### src/rtl/execute_lsu_multicycle.sv
// execute_lsu_multicycle: load/store execute unit with multi-cycle load handshake and timeout; LSU_MISALIGN_CHECK_EN adds misalignment traps
package execute_lsu_multicycle_pkg;
  localparam int ADDR_W = 32;
  localparam int DATA_W = 32;
  localparam int ROB_ID_WIDTH = 7;
  localparam int PHY_REG_ID_WIDTH = 6;
  // op encoding: [3] store, [2] unsigned, [1:0] size
  localparam logic [3:0] OP_LB = 4'b0000, OP_LH = 4'b0001, OP_LW = 4'b0010, OP_LBU = 4'b0100, OP_LHU = 4'b0101;
  localparam logic [3:0] OP_SB = 4'b1000, OP_SH = 4'b1001, OP_SW = 4'b1010;
  localparam logic [3:0] EXC_ILLEGAL_INSTRUCTION = 4'd2, EXC_LOAD_ADDRESS_MISALIGNED = 4'd4;
  localparam logic [3:0] EXC_LOAD_ACCESS_FAULT = 4'd5, EXC_STORE_ADDRESS_MISALIGNED = 4'd6;
  typedef struct packed {
    logic enable;
    logic valid;
    logic [ROB_ID_WIDTH-1:0] rob_id;
    logic [ADDR_W-1:0] pc;
    logic [3:0] op;
    logic rd_enable;
    logic need_rename;
    logic [PHY_REG_ID_WIDTH-1:0] rd_phy;
    logic [DATA_W-1:0] src2_value;
    logic [ADDR_W-1:0] lsu_addr;
    logic has_exception;
    logic [3:0] exception_id;
    logic [ADDR_W-1:0] exception_value;
  } issue_execute_pack_t;
  typedef struct packed {
    logic enable;
    logic valid;
    logic [ROB_ID_WIDTH-1:0] rob_id;
    logic [ADDR_W-1:0] pc;
    logic rd_enable;
    logic need_rename;
    logic [PHY_REG_ID_WIDTH-1:0] rd_phy;
    logic [DATA_W-1:0] rd_value;
    logic has_exception;
    logic [3:0] exception_id;
    logic [ADDR_W-1:0] exception_value;
  } execute_wb_pack_t;
  typedef struct packed {
    logic enable;
    logic [PHY_REG_ID_WIDTH-1:0] phy_id;
    logic [DATA_W-1:0] value;
  } execute_feedback_channel_t;
  typedef struct packed {
    logic enable;
    logic flush;
  } commit_feedback_pack_t;
endpackage

module execute_lsu_multicycle
  import execute_lsu_multicycle_pkg::*;
#(
  parameter int ADDR_WIDTH = ADDR_W,
  parameter int DATA_WIDTH = DATA_W,
  parameter int TIMEOUT_CYCLES = 16
) (
  input  logic                          clk,
  input  logic                          rst,
  input  issue_execute_pack_t           issue_lsu_fifo_data_out,
  input  logic                          issue_lsu_fifo_data_out_valid,
  output logic                          issue_lsu_fifo_pop,
  output logic                          exlsu_stbuf_read_req,
  output logic [ADDR_WIDTH-1:0]         exlsu_stbuf_read_addr,
  output logic [1:0]                    exlsu_stbuf_read_size,
  input  logic                          stbuf_exlsu_read_ack,
  input  logic [DATA_WIDTH-1:0]         stbuf_exlsu_read_data,
  output logic [ROB_ID_WIDTH-1:0]       exlsu_stbuf_rob_id,
  output logic [ADDR_WIDTH-1:0]         exlsu_stbuf_write_addr,
  output logic [1:0]                    exlsu_stbuf_write_size,
  output logic [DATA_WIDTH-1:0]         exlsu_stbuf_write_data,
  output logic                          exlsu_stbuf_push,
  input  logic                          stbuf_exlsu_full,
  output execute_wb_pack_t              lsu_wb_port_data_in,
  output logic                          lsu_wb_port_we,
  output logic                          lsu_wb_port_flush,
  output execute_feedback_channel_t     lsu_execute_channel_feedback_pack,
  input  commit_feedback_pack_t         commit_feedback_pack
);
  localparam int LW = $clog2(DATA_WIDTH / 8);
  localparam int CW = $clog2(TIMEOUT_CYCLES);
  typedef enum logic {IDLE, LOAD_WAIT} state_t;
  state_t state_q, state_d;
  logic [CW-1:0] cnt_q, cnt_d;
  execute_wb_pack_t wb_q, wb_d;
  execute_feedback_channel_t fb_q, fb_d;
  logic we_q, we_d, wbf_q, wbf_d;
  issue_execute_pack_t p;
  logic flush, store, uns, done, exc, fb_en;
  logic [1:0] size;
  logic [3:0] exc_id;
  logic [ADDR_WIDTH-1:0] exc_val;
  logic [DATA_WIDTH-1:0] lane, ld_val, rd_val;
`ifdef LSU_MISALIGN_CHECK_EN
  logic mis;
  assign mis = (size == 2'b01 && p.lsu_addr[0]) || (size == 2'b10 && p.lsu_addr[1:0] != 2'b00);
`endif
  assign p = issue_lsu_fifo_data_out;
  assign flush = commit_feedback_pack.enable & commit_feedback_pack.flush;
  assign store = p.op[3];
  assign uns = p.op[2];
  assign size = p.op[1:0];
  assign lane = stbuf_exlsu_read_data >> {p.lsu_addr[LW-1:0], 3'b000};
  assign ld_val = size == 2'b00 ? (uns ? DATA_WIDTH'(lane[7:0]) : DATA_WIDTH'($signed(lane[7:0]))) :
                  size == 2'b01 ? (uns ? DATA_WIDTH'(lane[15:0]) : DATA_WIDTH'($signed(lane[15:0]))) :
                  DATA_WIDTH'($signed(lane[31:0]));
  assign exlsu_stbuf_read_addr = {p.lsu_addr[ADDR_WIDTH-1:LW], {LW{1'b0}}};
  assign exlsu_stbuf_read_size = size;
  assign exlsu_stbuf_rob_id = p.rob_id;
  assign exlsu_stbuf_write_addr = p.lsu_addr;
  assign exlsu_stbuf_write_size = size;
  assign exlsu_stbuf_write_data = size == 2'b00 ? DATA_WIDTH'(p.src2_value[7:0]) :
                                  size == 2'b01 ? DATA_WIDTH'(p.src2_value[15:0]) : DATA_WIDTH'(p.src2_value[31:0]);
  assign issue_lsu_fifo_pop = done;
  always_comb begin
    state_d = state_q;
    cnt_d = '0;
    done = 1'b0;
    exlsu_stbuf_push = 1'b0;
    exlsu_stbuf_read_req = 1'b0;
    fb_en = 1'b0;
    exc = p.has_exception;
    exc_id = p.exception_id;
    exc_val = p.exception_value;
    rd_val = '0;
    if (flush) begin
      state_d = IDLE;
    end else if (state_q == IDLE) begin
      if (issue_lsu_fifo_data_out_valid && p.enable) begin
        if (!p.valid || p.has_exception) begin
          done = 1'b1;
`ifdef LSU_MISALIGN_CHECK_EN
        end else if (mis) begin
          done = 1'b1;
          exc = 1'b1;
          exc_id = store ? EXC_STORE_ADDRESS_MISALIGNED : EXC_LOAD_ADDRESS_MISALIGNED;
          exc_val = p.lsu_addr;
`endif
        end else if (store) begin
          exlsu_stbuf_push = !stbuf_exlsu_full;
          done = !stbuf_exlsu_full;
        end else begin
          state_d = LOAD_WAIT;
        end
      end
    end else begin
      exlsu_stbuf_read_req = 1'b1;
      if (stbuf_exlsu_read_ack) begin
        done = 1'b1;
        state_d = IDLE;
        rd_val = ld_val;
        fb_en = p.rd_enable & p.need_rename;
      end else if (cnt_q == CW'(TIMEOUT_CYCLES - 1)) begin
        done = 1'b1;
        state_d = IDLE;
        exc = 1'b1;
        exc_id = EXC_LOAD_ACCESS_FAULT;
        exc_val = p.lsu_addr;
      end else begin
        cnt_d = cnt_q + 1'b1;
      end
    end
  end
  always_comb begin
    wb_d = '0;
    if (done) wb_d = '{1'b1, p.valid, p.rob_id, p.pc, p.rd_enable, p.need_rename, p.rd_phy, rd_val, exc, exc_id, exc_val};
    fb_d = fb_en ? '{1'b1, p.rd_phy, rd_val} : '0;
    we_d = done;
    wbf_d = !done;
  end
  always_ff @(posedge clk or posedge rst) begin
    if (rst) begin
      state_q <= IDLE;
      cnt_q <= '0;
      wb_q <= '0;
      fb_q <= '0;
      we_q <= 1'b0;
      wbf_q <= 1'b1;
    end else begin
      state_q <= state_d;
      cnt_q <= cnt_d;
      wb_q <= wb_d;
      fb_q <= fb_d;
      we_q <= we_d;
      wbf_q <= wbf_d;
    end
  end
  assign lsu_wb_port_data_in = wb_q;
  assign lsu_wb_port_we = we_q;
  assign lsu_wb_port_flush = wbf_q;
  assign lsu_execute_channel_feedback_pack = fb_q;
endmodule

### config.mk
export PLATFORM = sky130hd
export DESIGN_NAME = execute_lsu_multicycle
export DESIGN_NICKNAME = d
export VERILOG_FILES = /design/src/rtl/execute_lsu_multicycle.sv
export SDC_FILE = /design/constraint.sdc
export NUM_CORES = 1
export LEC_CHECK = 0
export ABC_AREA = 1
export ABC_CLOCK_PERIOD_IN_PS = 7150
export CAP_MARGIN = 25
export CELL_PAD_IN_SITES_DETAIL_PLACEMENT = 0
export CELL_PAD_IN_SITES_GLOBAL_PLACEMENT = 1
export CORE_AREA = 2 2 180 182
export DETAILED_ROUTE_END_ITERATION = 6
export DIE_AREA = 0 0 182 184
export GPL_TIMING_DRIVEN = 0
export PLACE_DENSITY_LB_ADDON = 0.1
export SLEW_MARGIN = 20
export SYNTH_ARGS = -nofsm -noshare
export SYNTH_HDL_FRONTEND = slang
export SYNTH_SLANG_ARGS = --single-unit
### constraint.sdc
create_clock -name clk -period 7.15 [get_ports clk]
set_input_delay 1.43 -clock clk [delete_from_list [all_inputs] [get_ports clk]]
set_output_delay 1.43 -clock clk [all_outputs]
set_load 0.02 [all_outputs]
Yosys cells after proc, flatten, opt, wreduce, memory -nomap -nowiden:

Index checks and enable logic that the tools add are counted.

* output and inout port bits: 269
* input bits: 193
* register bits after elaboration: 164

* add/subtract/negate cells: 1
* multiplexer cells: 50
* eq/ne operators: 2
* shift operators: 1
* reduce and logical (&&, ||, !) cells: 6
* bitwise operators: 2

Operators with widths (count)
* 32-bit two-way mux: 13
* 118-bit two-way mux: 1
* 39-bit two-way mux: 1
* 4-bit two-way mux: 8
* 32-bit by 5-bit >> shifter with 32-bit output: 1
* 1-bit two-way mux: 27
* 4-bit by 1-bit adder with 4-bit output (second input constant): 1
* 4-bit equality test (second input constant): 1
* 1-bit logical NOT: 3
* 1-bit bitwise AND: 2
* 2-bit by 1-bit equality test with 1-bit output (second input constant): 1
* 2-bit logical NOT: 1
* 1-bit logical AND: 1
* 1-bit logical OR: 1

Longest topological paths before layout:

* depth after elaboration: 8
* mapped depth: 12

Least setup slack after synthesis:

OpenSTA, ideal clock, no wires.

* kind: in2out
* start: input port issue_lsu_fifo_data_out_valid
* end: output port exlsu_stbuf_push
* stages on the path: 4
* path buffers: 0
* data arrival time: 2259 ps
* path slack: 3461 ps
* cell sequence: nand2_1 nor2_1 nand2_1 nor4_1

* cells in the longest elaborated chain, start to end: 4

RTL lines
* start, declared: line 61 `input logic issue_lsu_fifo_data_out_valid,`
* 1-bit logical AND: line 129 `if (issue_lsu_fifo_data_out_valid && p.enable) begin`
* 1-bit two-way mux: line 129
* 1-bit two-way mux: line 128 `end else if (state_q == IDLE) begin`
* 1-bit two-way mux: line 126 `if (flush) begin`
* end, declared: line 72 `output logic exlsu_stbuf_push,`

Every way passes these cells.

Final worst setup path:

* start: input port issue_lsu_fifo_data_out[110] (netlist name)
* end: output port exlsu_stbuf_write_data[26]

* cells in the longest elaborated chain, start to end: 3
* elaborated cells between the ends (all ways): 4
* those cells by class: eq/ne (1); mux (2); reduce/logical (1)

RTL lines
* start, declared: line 60 `input issue_execute_pack_t issue_lsu_fifo_data_out,`
* 2-bit by 1-bit equality test with 1-bit output: line 113 `size == 2'b01 ? DATA_WIDTH'(p.src2_value[15:0]) : DATA_WIDTH'(p.src2_value[31:0]);`
* 32-bit two-way mux: line 113
* 32-bit two-way mux (*): line 112 `assign exlsu_stbuf_write_data = size == 2'b00 ? DATA_WIDTH'(p.src2_value[7:0]) :`
* end, declared: line 71 `output logic [DATA_WIDTH-1:0] exlsu_stbuf_write_data,`

Mark *: on every way between the ends. The rest lies on a longest branch, timed or not.

==> flow_summary.rst <==
.. list-table::
   :header-rows: 1

   * - Metric
     - Value
   * - Wire length per cell after detailed routing
     - 16.3 um
   * - Final setup violation count
     - 0
   * - Critical path startpoint
     - issue_lsu_fifo_data_out[110]
   * - Setup repair after global routing missed its margin
     - false
   * - Register bit total from synthesis
     - ~160
   * - Number of clock buffers inserted by TritonCTS
     - 17
   * - Number of primary I/O pins
     - 462
   * - Total of hold buffers inserted after clock tree synthesis
     - 0
   * - Synthesized area per cell
     - 8.51 um2
   * - Prevailing post-synth register cell
     - sky130_fd_sc_hd__dfrtp_1
   * - Die Ht
     - about 180 um
   * - Final total power
     - 2.33 mW
   * - Max Slew Vio Count
     - 0
   * - Number of global-route vias before repair
     - 6912
   * - Initial standard-cell utilization of the core
     - a little under a quarter
   * - Area share of the largest cell type after synthesis
     - about 55%
   * - Global-route wire length before repair
     - approximately 43000 um
   * - Peak per-stage delay on the critical path
     - 610 ps
   * - Total core area
     - 31400 um2
   * - Launch point of the worst reg-to-reg path
     - cnt_q[0]
   * - Post-synthesis xor/xnor area fraction
     - less than 1%
   * - Power density over the cells
     - 180 nW/um2
   * - Post-synthesis sequential area ratio
     - around 56%
   * - CP Cell Sequence
     - clkdlybuf4s50_1 -> clkbuf_1 -> clkbuf_1 -> nand2_1 -> inv_1 -> clkdlybuf4s50_1
   * - Routed via count divided by cell count
     - 3.88
   * - WP data required
     - 5720 ps
   * - Input/output buffers
     - 450
   * - Final cell area excluding filler cells
     - 13000 um2
   * - Resize count post-CTS
     - 0
   * - Routed WL
     - 28500 um
   * - Number of nets in the final layout
     - 1525
   * - Minimum clock period after layout
     - 5000 ps
   * - Run status
     - finished, final reports clean
   * - Top cells by area in the synthesized netlist
     - sky130_fd_sc_hd__dfrtp_1 (55%), sky130_fd_sc_hd__nand2_1 (12%), sky130_fd_sc_hd__buf_4 (9.0%)
   * - Number of clock sinks
     - around 160
   * - Worst ir drop on vdd
     - 0.143 mV
   * - Slew headroom
     - a little over three fifths
   * - Final Hold Violating Endpoints
     - 0
   * - Fin Setup TNS
     - 0 ps
   * - Worst Setup Path Type
     - in -> out
   * - Drt first-iter violations
     - 334
   * - Post-CTS setup buffer count
     - 0
   * - Largest fanout on the critical path
     - 10
   * - Netlist Area Pre-Place
     - 7310 um2
   * - Worst-path clk slew
     - 60 ps
   * - Critical-path top delay cell
     - sky130_fd_sc_hd__clkdlybuf4s50_1
   * - Combinational family with the most area after synthesis
     - simple AND/OR/NAND/NOR gates
   * - DR pass1 iterations
     - 4
   * - Overall track demand over capacity in global routing
     - 16.9%
   * - Growth of design area from synthesis to finish
     - 77.3%
   * - Adder-cell share of the synthesized area
     - less than 1%
   * - Dpl hpwl
     - roughly 23000 um
   * - Row cnt
     - 65
   * - Number of diodes
     - 0
   * - Area of placed instances
     - roughly 12000 um2
   * - Maximum number of pins on one net before global-route repair
     - 65
   * - Count of maximum capacitance violations
     - 0
   * - Count of vias placed by the detailed router
     - 6773
   * - Final clock period utilization by the worst path
     - between 60 and 70%
   * - Area leader, netlist
     - sky130_fd_sc_hd__dfrtp_1
   * - Fraction of synthesis flops using an asynchronous set or reset pin
     - 100%
   * - Share of final-layout standard cells stronger than drive strength 1
     - 12.5%
   * - Leakage power total
     - 6.60 nW
   * - Horizontal die dimension
     - 182 um
   * - Htree depth
     - 4
   * - Source of the worst hold timing path
     - cnt_q[0]
   * - Die Footprint
     - 33500 um2
   * - Worst endpoint data arrival time
     - 3570 ps
   * - Worst Setup End Kind
     - primary output
   * - Later-pin clock latency in the skew report
     - 430 ps
   * - Startpoint types
     - input port
   * - Clock buffer depth
     - 2
   * - Total number of yosys warnings
     - 0
   * - EDFF count, synth
     - 0
   * - Synth cell types
     - 28
   * - Hold WC Path Type
     - reg -> reg
   * - Clock root buffer
     - sky130_fd_sc_hd__clkbuf_16
   * - Multiplexer fraction of the synthesized cell area
     - 0%
   * - TritonCTS clock tree
     - yes
   * - Combined buffer and inverter count along the critical path
     - 5
   * - Largest delay contributor family on the critical path
     - buffers and inverters
   * - Simple-gate share of the synthesized area
     - ~22%
   * - Remaining DRCs
     - 0
   * - Initial antenna violation count
     - 0
   * - Timing-limited maximum frequency
     - ~200 MHz
   * - Global placement routability congestion
     - 0.807
   * - Overflow left after global routing
     - 0
   * - Worst-Margin Slew
     - 562 ps
   * - Post-Syn Instances
     - 859
   * - Clk_skew
     - just under 20 ps
   * - Antenna viol nets, final
     - 0
   * - Compound-gate portion of the synthesized area
     - under 10%
-- through the flow --
step / hold WS (ps) / util [%] / setup slack [ps] / cells
floorplan: 440 / - / 1320 / 860
global placement: 463 / 39.3 / -1370 / 1712
detailed placement: 473 / 39.5 / 2140 / 1714
CTS: 482 / 41.3 / 2130 / 1746
global route: 499 / 41.3 / 1940 / 1746
finish: 473 / 41.3 / 2150 / 1746
-- state kept, by name (all words and copies together), names as in the netlist --
name	flops
lsu_wb_port_flush	1
cnt_q	4
state_q	1
lsu_wb_port_data_in	118
lsu_execute_channel_feedback_pack	39
-- worst register-to-register path, stage by stage, from the launching register on --
cell and delay (ps):
sky130_fd_sc_hd__dfrtp_1 400, sky130_fd_sc_hd__ha_1 220, sky130_fd_sc_hd__nand2_1 80, sky130_fd_sc_hd__inv_2 40, sky130_fd_sc_hd__nand2_2 120, sky130_fd_sc_hd__inv_2 70, sky130_fd_sc_hd__o21ai_1 140, sky130_fd_sc_hd__nand2_2 80
sky130_fd_sc_hd__nand2_4 130, sky130_fd_sc_hd__inv_2 110, sky130_fd_sc_hd__buf_6 160, sky130_fd_sc_hd__nand2_1 90, sky130_fd_sc_hd__inv_1 40
-- final cells by class --
| cell class | instances | area [um2] |
|---|---|---|
| Inverter | 129 | 497 |
| Multi-Input combinational cell | 447 | 1880 |
| Clock buffer | 17 | 425 |
| Buffer | 121 | 866 |
| Tap cell | 402 | 503 |
| Fill cell | 3192 | 18400 |
| Timing Repair Buffer | 452 | 4560 |
| Sequential cell | 163 | 4080 |
| Clock inverter | 15 | 155 |
-- Yosys cell counts (2+ instances only) --
cell and number:
sky130_fd_sc_hd__a21oi_1 8, sky130_fd_sc_hd__buf_2 17, sky130_fd_sc_hd__buf_4 88, sky130_fd_sc_hd__buf_6 8
sky130_fd_sc_hd__clkbuf_1 8, sky130_fd_sc_hd__dfrtp_1 162, sky130_fd_sc_hd__inv_1 121, sky130_fd_sc_hd__inv_2 6
sky130_fd_sc_hd__inv_4 2, sky130_fd_sc_hd__nand2_1 227, sky130_fd_sc_hd__nand2_2 5, sky130_fd_sc_hd__nand2_4 3
sky130_fd_sc_hd__nand3_1 10, sky130_fd_sc_hd__nor2_1 118, sky130_fd_sc_hd__nor3_1 27, sky130_fd_sc_hd__o211ai_1 4
sky130_fd_sc_hd__o21ai_0 33, sky130_fd_sc_hd__o21ai_1 2
-- kinds of logic after synthesis --
family	count (synthesis)
simple gates	395
buf+inv	250
flops	163
compound gates	48
xor+xnor	1
fa+ha+maj	1
other cells	1
-- metal layers --
| metal | wire, um | GRT usage [%] | up-vias | share of wire, % |
|---|---|---|---|---|
| met5 | 0 | 0 | - | 0 |
| met4 | 355 | 4.65 | 0 | 1.2 |
| met3 | 2260 | 5.37 | 17 | 7.9 |
| met2 | 14000 | 29.1 | 272 | 49 |
| met1 | 12000 | 20.4 | 3076 | 42 |
| li1 | - | - | 3408 | - |
-- final timing paths --
path                                               to  slack, ps  cells after the start
hold / removal                               cnt_q[0]        470                      1
setup / recovery           exlsu_stbuf_write_data[26]       2150                      6
hold reg to reg                              cnt_q[0]        470                      1
max in group asynchronous           lsu_wb_port_flush       4790                      4
min in group asynchronous     lsu_wb_port_data_in[95]       1370                      2
setup reg to reg              lsu_wb_port_data_in[10]       5400                     12
-- power by group --
group / total, mW / internal [mW] / switching, mW
combinational: 0.460 / 0.240 / 0.220
clock: 0.928 / 0.469 / 0.459
sequential: 0.947 / 0.942 / 0.00542
total: 2.33 / 1.65 / 0.685
-- placed cells by master, fill, tap and decap left out, drive strengths merged, types with 2 or more instances in the layout --
cell type	Yosys	routed
a21oi	8	8
buf	113	115
clkbuf	8	25
clkdlybuf4s50	0	450
clkinv	0	6
conb	1	2
dfrtp	162	162
inv	129	138
nand2	235	235
nand3	11	11
nor2	120	120
nor3	27	27
o211ai	4	4
o21ai	35	35
Power figures use the tool's default switching activity.
